## src/rtl/ysyx_22050078_lsu_mem_bridge_pkg.sv

```systemverilog
`default_nettype none
// ============================================================================
// Module      : ysyx_22050078_lsu_mem_bridge_pkg
// Description : Shared widths, RV64I load/store funct3 codes, bridge FSM
//               state encodings and funct3 legality helpers.
// Revision    : 1.0 - initial release
// ============================================================================
package ysyx_22050078_lsu_mem_bridge_pkg;

    localparam int XLEN = 64;

    localparam logic [2:0] FUNC3_LB  = 3'b000;
    localparam logic [2:0] FUNC3_LH  = 3'b001;
    localparam logic [2:0] FUNC3_LW  = 3'b010;
    localparam logic [2:0] FUNC3_LD  = 3'b011;
    localparam logic [2:0] FUNC3_LBU = 3'b100;
    localparam logic [2:0] FUNC3_LHU = 3'b101;
    localparam logic [2:0] FUNC3_LWU = 3'b110;

    localparam logic [2:0] FUNC3_SB  = 3'b000;
    localparam logic [2:0] FUNC3_SH  = 3'b001;
    localparam logic [2:0] FUNC3_SW  = 3'b010;
    localparam logic [2:0] FUNC3_SD  = 3'b011;

    localparam logic [1:0] LSB_ST_IDLE = 2'd0;
    localparam logic [1:0] LSB_ST_REQ  = 2'd1;
    localparam logic [1:0] LSB_ST_RESP = 2'd2;
    localparam logic [1:0] LSB_ST_DONE = 2'd3;

    function automatic logic func3_legal_ld(input logic [2:0] f3);
        return (f3 != 3'b111);
    endfunction

    function automatic logic func3_legal_st(input logic [2:0] f3);
        return (f3 == FUNC3_SB) || (f3 == FUNC3_SH) ||
               (f3 == FUNC3_SW) || (f3 == FUNC3_SD);
    endfunction

endpackage
`default_nettype wire

```

## src/rtl/ysyx_22050078_lsu_mem_bridge_align.sv

```systemverilog
`default_nettype none
// ============================================================================
// Module      : ysyx_22050078_lsu_align
// Description : Combinational byte-lane alignment: store mask/data shift,
//               load shift with sign/zero extension, misalignment detect.
// Revision    : 1.0 - initial release
// ============================================================================
module ysyx_22050078_lsu_align
    import ysyx_22050078_lsu_mem_bridge_pkg::*;
#(
    parameter int CPU_WIDTH = XLEN
) (
    input  logic [2:0]             i_func3,
    input  logic [2:0]             i_off,
    input  logic [CPU_WIDTH-1:0]   i_wdata,
    input  logic [CPU_WIDTH-1:0]   i_rdata,
    output logic [CPU_WIDTH/8-1:0] o_wmask,
    output logic [CPU_WIDTH-1:0]   o_wdata,
    output logic [CPU_WIDTH-1:0]   o_rdata,
    output logic                   o_misalign
);

    localparam int NB = CPU_WIDTH / 8;

    logic [CPU_WIDTH-1:0] w_ld_sh;
    logic [NB-1:0]        w_mask_base;

    assign w_ld_sh = i_rdata >> {i_off, 3'b000};
    assign o_wdata = i_wdata << {i_off, 3'b000};
    assign o_wmask = w_mask_base << i_off;

    always_comb begin
        w_mask_base = NB'(8'h01);
        o_misalign  = 1'b0;
        case (i_func3[1:0])
            2'b00: begin w_mask_base = NB'(8'h01); o_misalign = 1'b0;        end
            2'b01: begin w_mask_base = NB'(8'h03); o_misalign = i_off[0];    end
            2'b10: begin w_mask_base = NB'(8'h0F); o_misalign = |i_off[1:0]; end
            2'b11: begin w_mask_base = NB'(8'hFF); o_misalign = |i_off;      end
            default: begin w_mask_base = NB'(8'h01); o_misalign = 1'b0;      end
        endcase
    end

    always_comb begin
        o_rdata = '0;
        case (i_func3)
            FUNC3_LB:  o_rdata = {{(CPU_WIDTH-8){w_ld_sh[7]}},   w_ld_sh[7:0]};
            FUNC3_LH:  o_rdata = {{(CPU_WIDTH-16){w_ld_sh[15]}}, w_ld_sh[15:0]};
            FUNC3_LW:  o_rdata = {{(CPU_WIDTH-32){w_ld_sh[31]}}, w_ld_sh[31:0]};
            FUNC3_LD:  o_rdata = w_ld_sh;
            FUNC3_LBU: o_rdata = {{(CPU_WIDTH-8){1'b0}},  w_ld_sh[7:0]};
            FUNC3_LHU: o_rdata = {{(CPU_WIDTH-16){1'b0}}, w_ld_sh[15:0]};
            FUNC3_LWU: o_rdata = {{(CPU_WIDTH-32){1'b0}}, w_ld_sh[31:0]};
            default:   o_rdata = '0;
        endcase
    end

endmodule
`default_nettype wire

```

## src/rtl/ysyx_22050078_lsu_mem_bridge.sv

```systemverilog
`default_nettype none
// ============================================================================
// Module      : ysyx_22050078_lsu_mem_bridge
// Description : Multi-cycle LSU-to-memory bridge over a valid/ready bus with
//               alignment, extension, misalign detect, flush and timeout.
// Revision    : 1.0 - initial release
// ============================================================================
module ysyx_22050078_lsu_mem_bridge
    import ysyx_22050078_lsu_mem_bridge_pkg::*;
#(
    parameter int          CPU_WIDTH = XLEN,
    parameter int unsigned TIMEOUT   = 255
) (
    input  logic                   clk,
    input  logic                   rst_n,
    input  logic                   i_valid,
    input  logic                   i_ld_en,
    input  logic                   i_st_en,
    input  logic [2:0]             i_lsfunc3,
    input  logic [CPU_WIDTH-1:0]   i_addr,
    input  logic [CPU_WIDTH-1:0]   i_regst,
    input  logic                   i_flush,
    output logic                   o_busy,
    output logic                   o_done,
    output logic [CPU_WIDTH-1:0]   o_regld,
    output logic                   o_misalign,
    output logic                   o_bus_err,
    output logic                   o_mem_req_valid,
    input  logic                   i_mem_req_ready,
    output logic                   o_mem_we,
    output logic [CPU_WIDTH-1:0]   o_mem_addr,
    output logic [CPU_WIDTH-1:0]   o_mem_wdata,
    output logic [CPU_WIDTH/8-1:0] o_mem_wmask,
    input  logic                   i_mem_resp_valid,
    input  logic [CPU_WIDTH-1:0]   i_mem_rdata,
    input  logic                   i_mem_resp_err
);

    localparam int NB    = CPU_WIDTH / 8;
    localparam int CNT_W = (TIMEOUT < 2) ? 1 : $clog2(TIMEOUT + 1);
    localparam logic [CNT_W-1:0] TO_LAST = CNT_W'((TIMEOUT == 0) ? 0 : TIMEOUT - 1);

    logic [1:0]           state_q,    state_d;
    logic [CPU_WIDTH-4:0] addr_q,     addr_d;
    logic [2:0]           off_q,      off_d;
    logic [2:0]           func3_q,    func3_d;
    logic                 we_q,       we_d;
    logic [CPU_WIDTH-1:0] wdata_q,    wdata_d;
    logic [NB-1:0]        wmask_q,    wmask_d;
    logic [CPU_WIDTH-1:0] regld_q,    regld_d;
    logic [CNT_W-1:0]     cnt_q,      cnt_d;
    logic                 flushed_q,  flushed_d;
    logic                 misalign_q, misalign_d;
    logic                 bus_err_q,  bus_err_d;

    logic                 w_idle;
    logic [2:0]           w_f3;
    logic [2:0]           w_off;
    logic [NB-1:0]        w_wmask;
    logic [CPU_WIDTH-1:0] w_wdata;
    logic [CPU_WIDTH-1:0] w_ld_data;
    logic                 w_misalign;
    logic                 w_is_ld;
    logic                 w_is_st;
    logic                 w_accept;
    logic                 w_timeout;
    logic                 w_kill;

    // Request-side alignment uses live inputs in IDLE; load extension uses the latched access.
    assign w_idle = (state_q == LSB_ST_IDLE);
    assign w_f3   = w_idle ? i_lsfunc3  : func3_q;
    assign w_off  = w_idle ? i_addr[2:0] : off_q;

    ysyx_22050078_lsu_align #(
        .CPU_WIDTH (CPU_WIDTH)
    ) u_align (
        .i_func3    (w_f3),
        .i_off      (w_off),
        .i_wdata    (i_regst),
        .i_rdata    (i_mem_rdata),
        .o_wmask    (w_wmask),
        .o_wdata    (w_wdata),
        .o_rdata    (w_ld_data),
        .o_misalign (w_misalign)
    );

    assign w_is_ld   = i_ld_en;
    assign w_is_st   = i_st_en & ~i_ld_en;
    // Holding off while an error pulse is out guarantees an IDLE gap between flagged accesses.
    assign w_accept  = i_valid & ~i_flush & ~misalign_q & ~bus_err_q &
                       ((w_is_ld & func3_legal_ld(i_lsfunc3)) |
                        (w_is_st & func3_legal_st(i_lsfunc3)));
    assign w_timeout = (TIMEOUT != 0) && (cnt_q == TO_LAST);
    assign w_kill    = flushed_q | i_flush;

    always_ff @(posedge clk or negedge rst_n) begin
        if (!rst_n) begin
            state_q    <= LSB_ST_IDLE;
            addr_q     <= '0;
            off_q      <= '0;
            func3_q    <= '0;
            we_q       <= 1'b0;
            wdata_q    <= '0;
            wmask_q    <= '0;
            regld_q    <= '0;
            cnt_q      <= '0;
            flushed_q  <= 1'b0;
            misalign_q <= 1'b0;
            bus_err_q  <= 1'b0;
        end else begin
            state_q    <= state_d;
            addr_q     <= addr_d;
            off_q      <= off_d;
            func3_q    <= func3_d;
            we_q       <= we_d;
            wdata_q    <= wdata_d;
            wmask_q    <= wmask_d;
            regld_q    <= regld_d;
            cnt_q      <= cnt_d;
            flushed_q  <= flushed_d;
            misalign_q <= misalign_d;
            bus_err_q  <= bus_err_d;
        end
    end

    always_comb begin
        state_d    = state_q;
        addr_d     = addr_q;
        off_d      = off_q;
        func3_d    = func3_q;
        we_d       = we_q;
        wdata_d    = wdata_q;
        wmask_d    = wmask_q;
        regld_d    = regld_q;
        cnt_d      = cnt_q;
        flushed_d  = flushed_q;
        misalign_d = 1'b0;
        bus_err_d  = 1'b0;
        case (state_q)
            LSB_ST_IDLE: begin
                cnt_d     = '0;
                flushed_d = 1'b0;
                if (w_accept) begin
                    addr_d  = i_addr[CPU_WIDTH-1:3];
                    off_d   = i_addr[2:0];
                    func3_d = i_lsfunc3;
                    we_d    = w_is_st;
                    wdata_d = w_is_st ? w_wdata : '0;
                    wmask_d = w_is_st ? w_wmask : '0;
                    if (w_misalign) begin
                        misalign_d = 1'b1;
                    end else begin
                        state_d = LSB_ST_REQ;
                    end
                end
            end
            LSB_ST_REQ: begin
                if (i_mem_req_ready) begin
                    // Accepted on the same edge as a flush: the request is outstanding.
                    state_d   = LSB_ST_RESP;
                    cnt_d     = '0;
                    flushed_d = i_flush;
                end else if (i_flush) begin
                    state_d = LSB_ST_IDLE;
                    cnt_d   = '0;
                end else if (w_timeout) begin
                    state_d   = LSB_ST_IDLE;
                    cnt_d     = '0;
                    bus_err_d = 1'b1;
                end else begin
                    cnt_d = cnt_q + CNT_W'(1);
                end
            end
            LSB_ST_RESP: begin
                if (i_mem_resp_valid) begin
                    cnt_d = '0;
                    if (w_kill) begin
                        state_d = LSB_ST_IDLE;
                    end else if (i_mem_resp_err) begin
                        state_d   = LSB_ST_IDLE;
                        bus_err_d = 1'b1;
                    end else begin
                        state_d = LSB_ST_DONE;
                        if (!we_q) begin
                            regld_d = w_ld_data;
                        end
                    end
                end else if (w_timeout) begin
                    state_d   = LSB_ST_IDLE;
                    cnt_d     = '0;
                    bus_err_d = ~w_kill;
                end else begin
                    cnt_d     = cnt_q + CNT_W'(1);
                    flushed_d = w_kill;
                end
            end
            LSB_ST_DONE: begin
                state_d = LSB_ST_IDLE;
            end
            default: begin
                state_d = LSB_ST_IDLE;
            end
        endcase
    end

    always_comb begin
        o_busy          = (state_q != LSB_ST_IDLE);
        o_mem_req_valid = (state_q == LSB_ST_REQ);
        o_done          = (state_q == LSB_ST_DONE) & ~i_flush;
    end

    assign o_regld     = regld_q;
    assign o_misalign  = misalign_q;
    assign o_bus_err   = bus_err_q;
    assign o_mem_we    = we_q;
    assign o_mem_addr  = {addr_q, 3'b000};
    assign o_mem_wdata = wdata_q;
    assign o_mem_wmask = wmask_q;

endmodule
`default_nettype wire

```

## config.mk

```make
export PLATFORM = sky130hd
export DESIGN_NAME = ysyx_22050078_lsu_mem_bridge
export DESIGN_NICKNAME = d
export VERILOG_FILES = /design/src/rtl/ysyx_22050078_lsu_mem_bridge_pkg.sv /design/src/rtl/ysyx_22050078_lsu_mem_bridge_align.sv /design/src/rtl/ysyx_22050078_lsu_mem_bridge.sv
export SDC_FILE = /design/constraint.sdc
export NUM_CORES = 1
export LEC_CHECK = 0
export ABC_AREA = 1
export BUFFER_PORTS_ARGS = -buffer_cell sky130_fd_sc_hd__buf_2
export CORE_MARGIN = 2
export CORE_UTILIZATION = 30
export CTS_BUF_LIST = sky130_fd_sc_hd__clkbuf_4 sky130_fd_sc_hd__clkbuf_8
export CTS_CLUSTER_DIAMETER = 120
export CTS_CLUSTER_SIZE = 16
export DETAILED_ROUTE_END_ITERATION = 10
export HOLD_SLACK_MARGIN = 0.1
export SYNTH_ARGS = -nofsm -noshare
export SYNTH_HDL_FRONTEND = slang
export SYNTH_SLANG_ARGS = --single-unit
```

## constraint.sdc

```tcl
create_clock -name clk -period 3 [get_ports clk]
set_input_delay 0.6 -clock clk [delete_from_list [all_inputs] [get_ports clk]]
set_output_delay 0.6 -clock clk [all_outputs]
set_load 0.01 [all_outputs]
```

# [Word level (Yosys, flattened, before mapping)]
# Index checks and enable logic that the tools add are counted.
[classes] shift=3 mux=36 bitwise=17 n_reduce_logical=15 n_addsub=1 eq_ne=22
[op_table] op="one-hot mux 64 bit (7 select lines)" count=1
[op_table] op="two-way mux 64 bit" count=1
[op_table] op="<< shifter 64 x 6 -> 64 bit" count=1
[op_table] op=">> shifter 64 x 6 -> 64 bit" count=1
[op_table] op="two-way mux 8 bit" count=5
[op_table] op="one-hot mux 8 bit (4 select lines)" count=1
[op_table] op="one-hot mux 8 bit (3 select lines)" count=1
[op_table] op="two-way mux 2 bit" count=8
[op_table] op="two-way mux 1 bit" count=13
[op_table] op="equality test 3 x 2 -> 1 bit, second input constant" count=4
[op_table] op="equality test 3 bit, second input constant" count=3
[op_table] op="adder 8 x 1 -> 8 bit, second input constant" count=1
[op_table] op="bitwise AND 1 bit" count=8
[op_table] op="equality test 2 bit, second input constant" count=4
[op_table] op="equality test 8 bit, second input constant" count=1
[op_table] op="one-hot mux 2 bit (4 select lines)" count=1
[op_table] op="<< shifter 8 x 3 -> 8 bit" count=1
[op_table] op="NOT 1 bit" count=7
[op_table] op="equality test 3 x 1 -> 1 bit, second input constant" count=2
[op_table] op="logical NOT 3 bit" count=2
[op_table] op="two-way mux 3 bit" count=2
[op_table] op="!= test 2 bit, second input constant" count=3
[op_table] op="AND reduction 5 bit" count=1
[op_table] op="equality test 2 x 1 -> 1 bit, second input constant" count=2
[op_table] op="other kinds (14)" count=20
[totals] word_cells=106 input_bits=204 regBits=217 out_inout_bits=206

# [Longest topological paths before layout]
[logic_depth] word_depth=9 ltp_mapped=18 ltp_nobuf=15

# [Modules after synthesis]
# Synthesis repeated with hierarchy kept, for this count alone.
[hier_totals] hier_cells=1877 hier_area_um2=13664.4
[by_module_without_submodules] module="ysyx_22050078_lsu_mem_bridge" cells_per_inst=1017 seq_area_each_um2=5430.2 n_inst=1 area_each_um2=9232.6
[by_module_without_submodules] module="ysyx_22050078_lsu_align" cells_per_inst=860 seq_area_each_um2=0.0 n_inst=1 area_each_um2=4431.8

# [Worst setup path after synthesis]
# No wires, ideal clock.
[synth_timing] path_type="register -> register" from="register state_q[0]" to="register wdata_q[53], in the netlist o_mem_wdata[53]" arrival_time_ns=1.943 stages_incl_launch_ff=14 setup_time_ns=0.118 slack_ns=0.939 path_cell_list="dfrtp_1 > inv_1 > ha_1 > buf_6 > inv_4 > nand2_1 > nand2_1 > buf_2 > clkbuf_1 > nor2_1 > a31oi_1 > nand2_1 > nand3_1 > nand2_1"
[synth_between] elab_chain_cells=4 elab_cells_between_ends=5
[synth_rtl] element="start: declaration" line_no="ysyx_22050078_lsu_mem_bridge.sv:43" text="logic [1:0] state_q, state_d;"
[synth_rtl] element="start signal: assignment" line_no="ysyx_22050078_lsu_mem_bridge.sv:111" text="state_q <= state_d;"
[synth_rtl] element="logical NOT 2 bit *" line_no="ysyx_22050078_lsu_mem_bridge.sv:70, ysyx_22050078_lsu_mem_bridge.sv:139"
[synth_rtl] element="two-way mux 3 bit" line_no="ysyx_22050078_lsu_mem_bridge.sv:72" text="assign w_off = w_idle ? i_addr[2:0] : off_q;"
[synth_rtl] element="<< shifter 64 x 6 -> 64 bit" line_no="ysyx_22050078_lsu_mem_bridge_align.sv:29" text="assign o_wdata = i_wdata << {i_off, 3'b000};"
[synth_rtl] element="two-way mux 64 bit" line_no="ysyx_22050078_lsu_mem_bridge.sv:148" text="wdata_d = w_is_st ? w_wdata : '0;"
[synth_rtl] element="end signal: assignment" line_no="ysyx_22050078_lsu_mem_bridge.sv:116" text="wdata_q <= wdata_d;"
[synth_rtl] element="end: declaration" line_no="ysyx_22050078_lsu_mem_bridge.sv:48" text="logic [CPU_WIDTH-1:0] wdata_q, wdata_d;"
# Mark *: on every way between the ends. The rest lies on a longest branch, timed or not.
# A chain may end at the register's enable or synchronous reset.

# [Worst setup path after layout]
[layout_timing] from="register state_q[0]" to="register regld_q[5], in the netlist o_regld[5]"
[layout_between] elab_chain_cells=4 elab_cells_between_ends=14
[layout_rtl] element="logical NOT 2 bit" line_no="ysyx_22050078_lsu_mem_bridge.sv:70" text="assign w_idle = (state_q == LSB_ST_IDLE);"
[layout_rtl] element="two-way mux 3 bit, on equally long branches" line_no="ysyx_22050078_lsu_mem_bridge.sv:72, ysyx_22050078_lsu_mem_bridge.sv:71"
[layout_rtl] element=">> shifter 64 x 6 -> 64 bit, or another cell as far along" line_no="ysyx_22050078_lsu_mem_bridge_align.sv:28" text="assign w_ld_sh = i_rdata >> {i_off, 3'b000};"
[layout_rtl] element="one-hot mux 64 bit (7 select lines)" line_no="ysyx_22050078_lsu_mem_bridge_align.sv:46" text="case (i_func3)"
[layout_rtl] element="end signal: assignment" line_no="ysyx_22050078_lsu_mem_bridge.sv:118" text="regld_q <= regld_d;"
[layout_rtl] element="end: declaration" line_no="ysyx_22050078_lsu_mem_bridge.sv:50" text="logic [CPU_WIDTH-1:0] regld_q, regld_d;"
# Several ways; a longest one is shown, not always the timed one.

==> results.txt <==
final hold viol count: 0
DRC Markers: 0
Gate Count Post-Synth: 1801
drt first-iter violations: 1282
leakage power of the design: 8.55 nW
pwr dens: 1080 nW/µm²
wire length per cell after detailed routing: 18.4 µm
Post-DRT Antenna Nets: 0
portion of synthesized cell area occupied by the leading cell type: 43.8%
number of cells after detailed placement: 2652
Register-to-Register Path Depth: 10
Max Root-Sink Buffers: 3
Area Overhead vs Synth: 22.7%
placeable core region: 40800 µm²
required time of the worst setup path: 3.44 ns
number of distinct library cells after synthesis: 36
post-detailed-routing wire length: 49.3 mm
startpoint of the worst register-to-register path: state_q[0]
IO buf count: 406
synthesis warning total: 0
Tcrit/Tclk final: 92.3%
Arr. time, crit path: 3.21 ns
CTS tree: built
worst clock skew: 0.0446 ns
peak supply drop: 0.000411 V
time the worst path needs with I/O delays and setup: 2.77 ns
fillers: 4429
unrepaired setup endpoints after global routing: false
GR Util All Layers: 22.4%
worst slew pin tran: 0.879 ns
dominant cells by area after synthesis: sky130_fd_sc_hd__dfrtp_1 44%, sky130_fd_sc_hd__nand2_1 25%, sky130_fd_sc_hd__o21ai_0 7.8%, sky130_fd_sc_hd__nand3_1 4.9%, sky130_fd_sc_hd__inv_1 2.5%
Die ar.: 43000 µm²
top library cells by usage in the layout, fill and taps aside: 820 x sky130_fd_sc_hd__nand2_1, 405 x sky130_fd_sc_hd__buf_2, 217 x sky130_fd_sc_hd__dfrtp_1
wire length of the first global-routing pass: 76.6 mm
cts bufs inserted: 17
Clk Tree Root Cell: sky130_fd_sc_hd__clkbuf_8
worst setup path end: o_regld[5]
proportion of synthesized chip area in sequential cells: 43.8%
library cell with the largest summed area after synthesis: sky130_fd_sc_hd__dfrtp_1
Maximum Capacitance Violations: 0
die extent in x: 207 µm
worst rel slew slack: 41.4%
ratio of cells with drive above 1 in the final layout: 23.2%
Critical Path End Type: flop
R2R setup slack: 0.23 ns
GPL Wtd Cong: 0.896
area taken by multi-input logic gates: 6090 µm²
number of antenna violations at the first check in global routing: 3
total count of max-transition violations in the final report: 0
total gr overflow: 0
worst-path maximum fanout: 76
H-Tree Level Count: 1
number of vias per cell: 5.00
number of optimization iterations in the first detailed-route pass: 5
DPL Wire Length: 37.4 mm
Initial Util: 30.4%
most common library cell in the layout ignoring fill and taps: sky130_fd_sc_hd__nand2_1
mean instance size in the synthesized netlist: 6.89 µm²
CTS clk-pin slew, worst paths: 0.11 ns
sink count of the clock tree: 217
Storage cell area: 5430 µm²
WS Path Type: flop to flop
number of nets in the finished design: 2355
number of flip-flops and latches in the synthesized netlist: 217
reg-to-reg endpoint: o_regld[5]
total number of placement rows: 74
via count of the first global-routing pass: 12800
Critical path origin: state_q[0]
worst min path class: input port to flop
source-to-sink clock delay at the later pin of the worst-skew pair: 0.58 ns
count of vias placed by the detailed router: 13400
final setup TNS: 0 ns
element type at the critical path start: flop
result of the run: finished, final reports clean
Setup Viol. Count Final: 0
fin cells: 2679
maximum clock frequency: 361 MHz
number of ports placed on the die boundary: 410
area of the mapped netlist: 12400 µm²
pin count of the biggest net entering global routing: 85
overall die height: 207 µm
## worst min path at each step
stage               depth (start not counted)          to        from  slack [ns]
floorplan                                   0   addr_q[0]       rst_n        0.30
global placement                            2  addr_q[21]  addr_q[21]        0.46
detailed placement                          2  addr_q[33]  addr_q[33]        0.46
CTS                                         3  addr_q[59]  i_addr[62]        0.16
global route                                3   addr_q[2]   i_addr[5]        0.18
finish                                      3  addr_q[59]  i_addr[62]        0.21
## sequential cells by signal, indices dropped and copies added, names as in the netlist
register     flops
o_mem_wdata     64
o_bus_err        1
o_mem_we         1
o_misalign       1
state_q          2
func3_q          3
o_regld         64
off_q            3
o_mem_wmask      8
addr_q          61
cnt_q            8
flushed_q        1
## Yosys cell counts (all sizes together)
master   number
nand2       830
o21ai       220
dfrtp       217
nand3       122
inv          87
buf          76
nor2         66
clkbuf       46
a21oi        36
nand4        35
o211ai       26
a31oi         9
or2           8
ha            7
nor3          5
o22ai         3
xor2          3
conb          1
nor4          1
o2111ai       1
o31ai         1
xnor2         1
## worst max-delay path: stages, from the launching register on
cell	delay [ns]
sky130_fd_sc_hd__dfrtp_1	0.45
sky130_fd_sc_hd__inv_1	0.09
sky130_fd_sc_hd__ha_1	0.23
sky130_fd_sc_hd__buf_12	0.17
sky130_fd_sc_hd__nand2_2	0.17
sky130_fd_sc_hd__nand2_4	0.12
sky130_fd_sc_hd__buf_12	0.21
sky130_fd_sc_hd__o21ai_0	0.40
sky130_fd_sc_hd__o21ai_0	0.22
sky130_fd_sc_hd__o21ai_0	0.41
sky130_fd_sc_hd__o21ai_0	0.13
## area by class of cell
type,count,share of cell area (%)
antenna,2,0.0329
clock buffer,18,1.59
clock inverter,2,0.107
inverter,87,2.16
multi-input combinational,1377,40.0
sequential,217,35.7
tap,532,4.37
timing repair buffer,444,16.0
## routing by layer
metal	part of all wire, %	global-route usage, %	up-vias	wire (µm)
li1	-	-	6449	-
met1	46	32.6	6250	22800
met2	44	34.9	656	21600
met3	8.0	3.86	48	3950
met4	1.8	4.63	2	875
met5	0.026	0	-	13
## power by group
group / total (mW) / leakage (nW) / internal (mW) / switching (mW)
sequential: 4.73 / 2.88 / 4.01 / 0.717
combinational: 10.2 / 5.54 / 3.35 / 6.81
clock: 1.58 / 0.131 / 0.537 / 1.04
## cell families after synthesis
kind of cell,synth area share (%)
compound gates,12.8
simple gates,34.8
flops,43.8
xor+xnor,0.282
fa+ha+maj,0.706
other cells,0.0302
buf+inv,7.57
## metrics by stage
stage | power (mW) | setup WS [ns] | util, % | area, µm² | hold slack, ns
CTS | 16.4 | 0.196 | 37.2 | 15200 | 0.155
finish | 16.5 | 0.232 | 37.3 | 15200 | 0.213
global route | 17.9 | 0.0219 | 37.3 | 15200 | 0.184
floorplan | 11.2 | 0.939 | - | 12400 | 0.304
detailed placement | 14.8 | 0.275 | 36.5 | 14900 | 0.462
global placement | 14.7 | 0.375 | 36.5 | 14900 | 0.458
## timing repair
action / in CTS / in global routing
hold buffers: 1 / 0
resized for setup: 0 / 1
endpoints found under the setup margin: 0 / 2
setup buffers: 0 / 4
endpoints found under the hold margin: 39 / 0
Power figures use the tool's default switching activity.
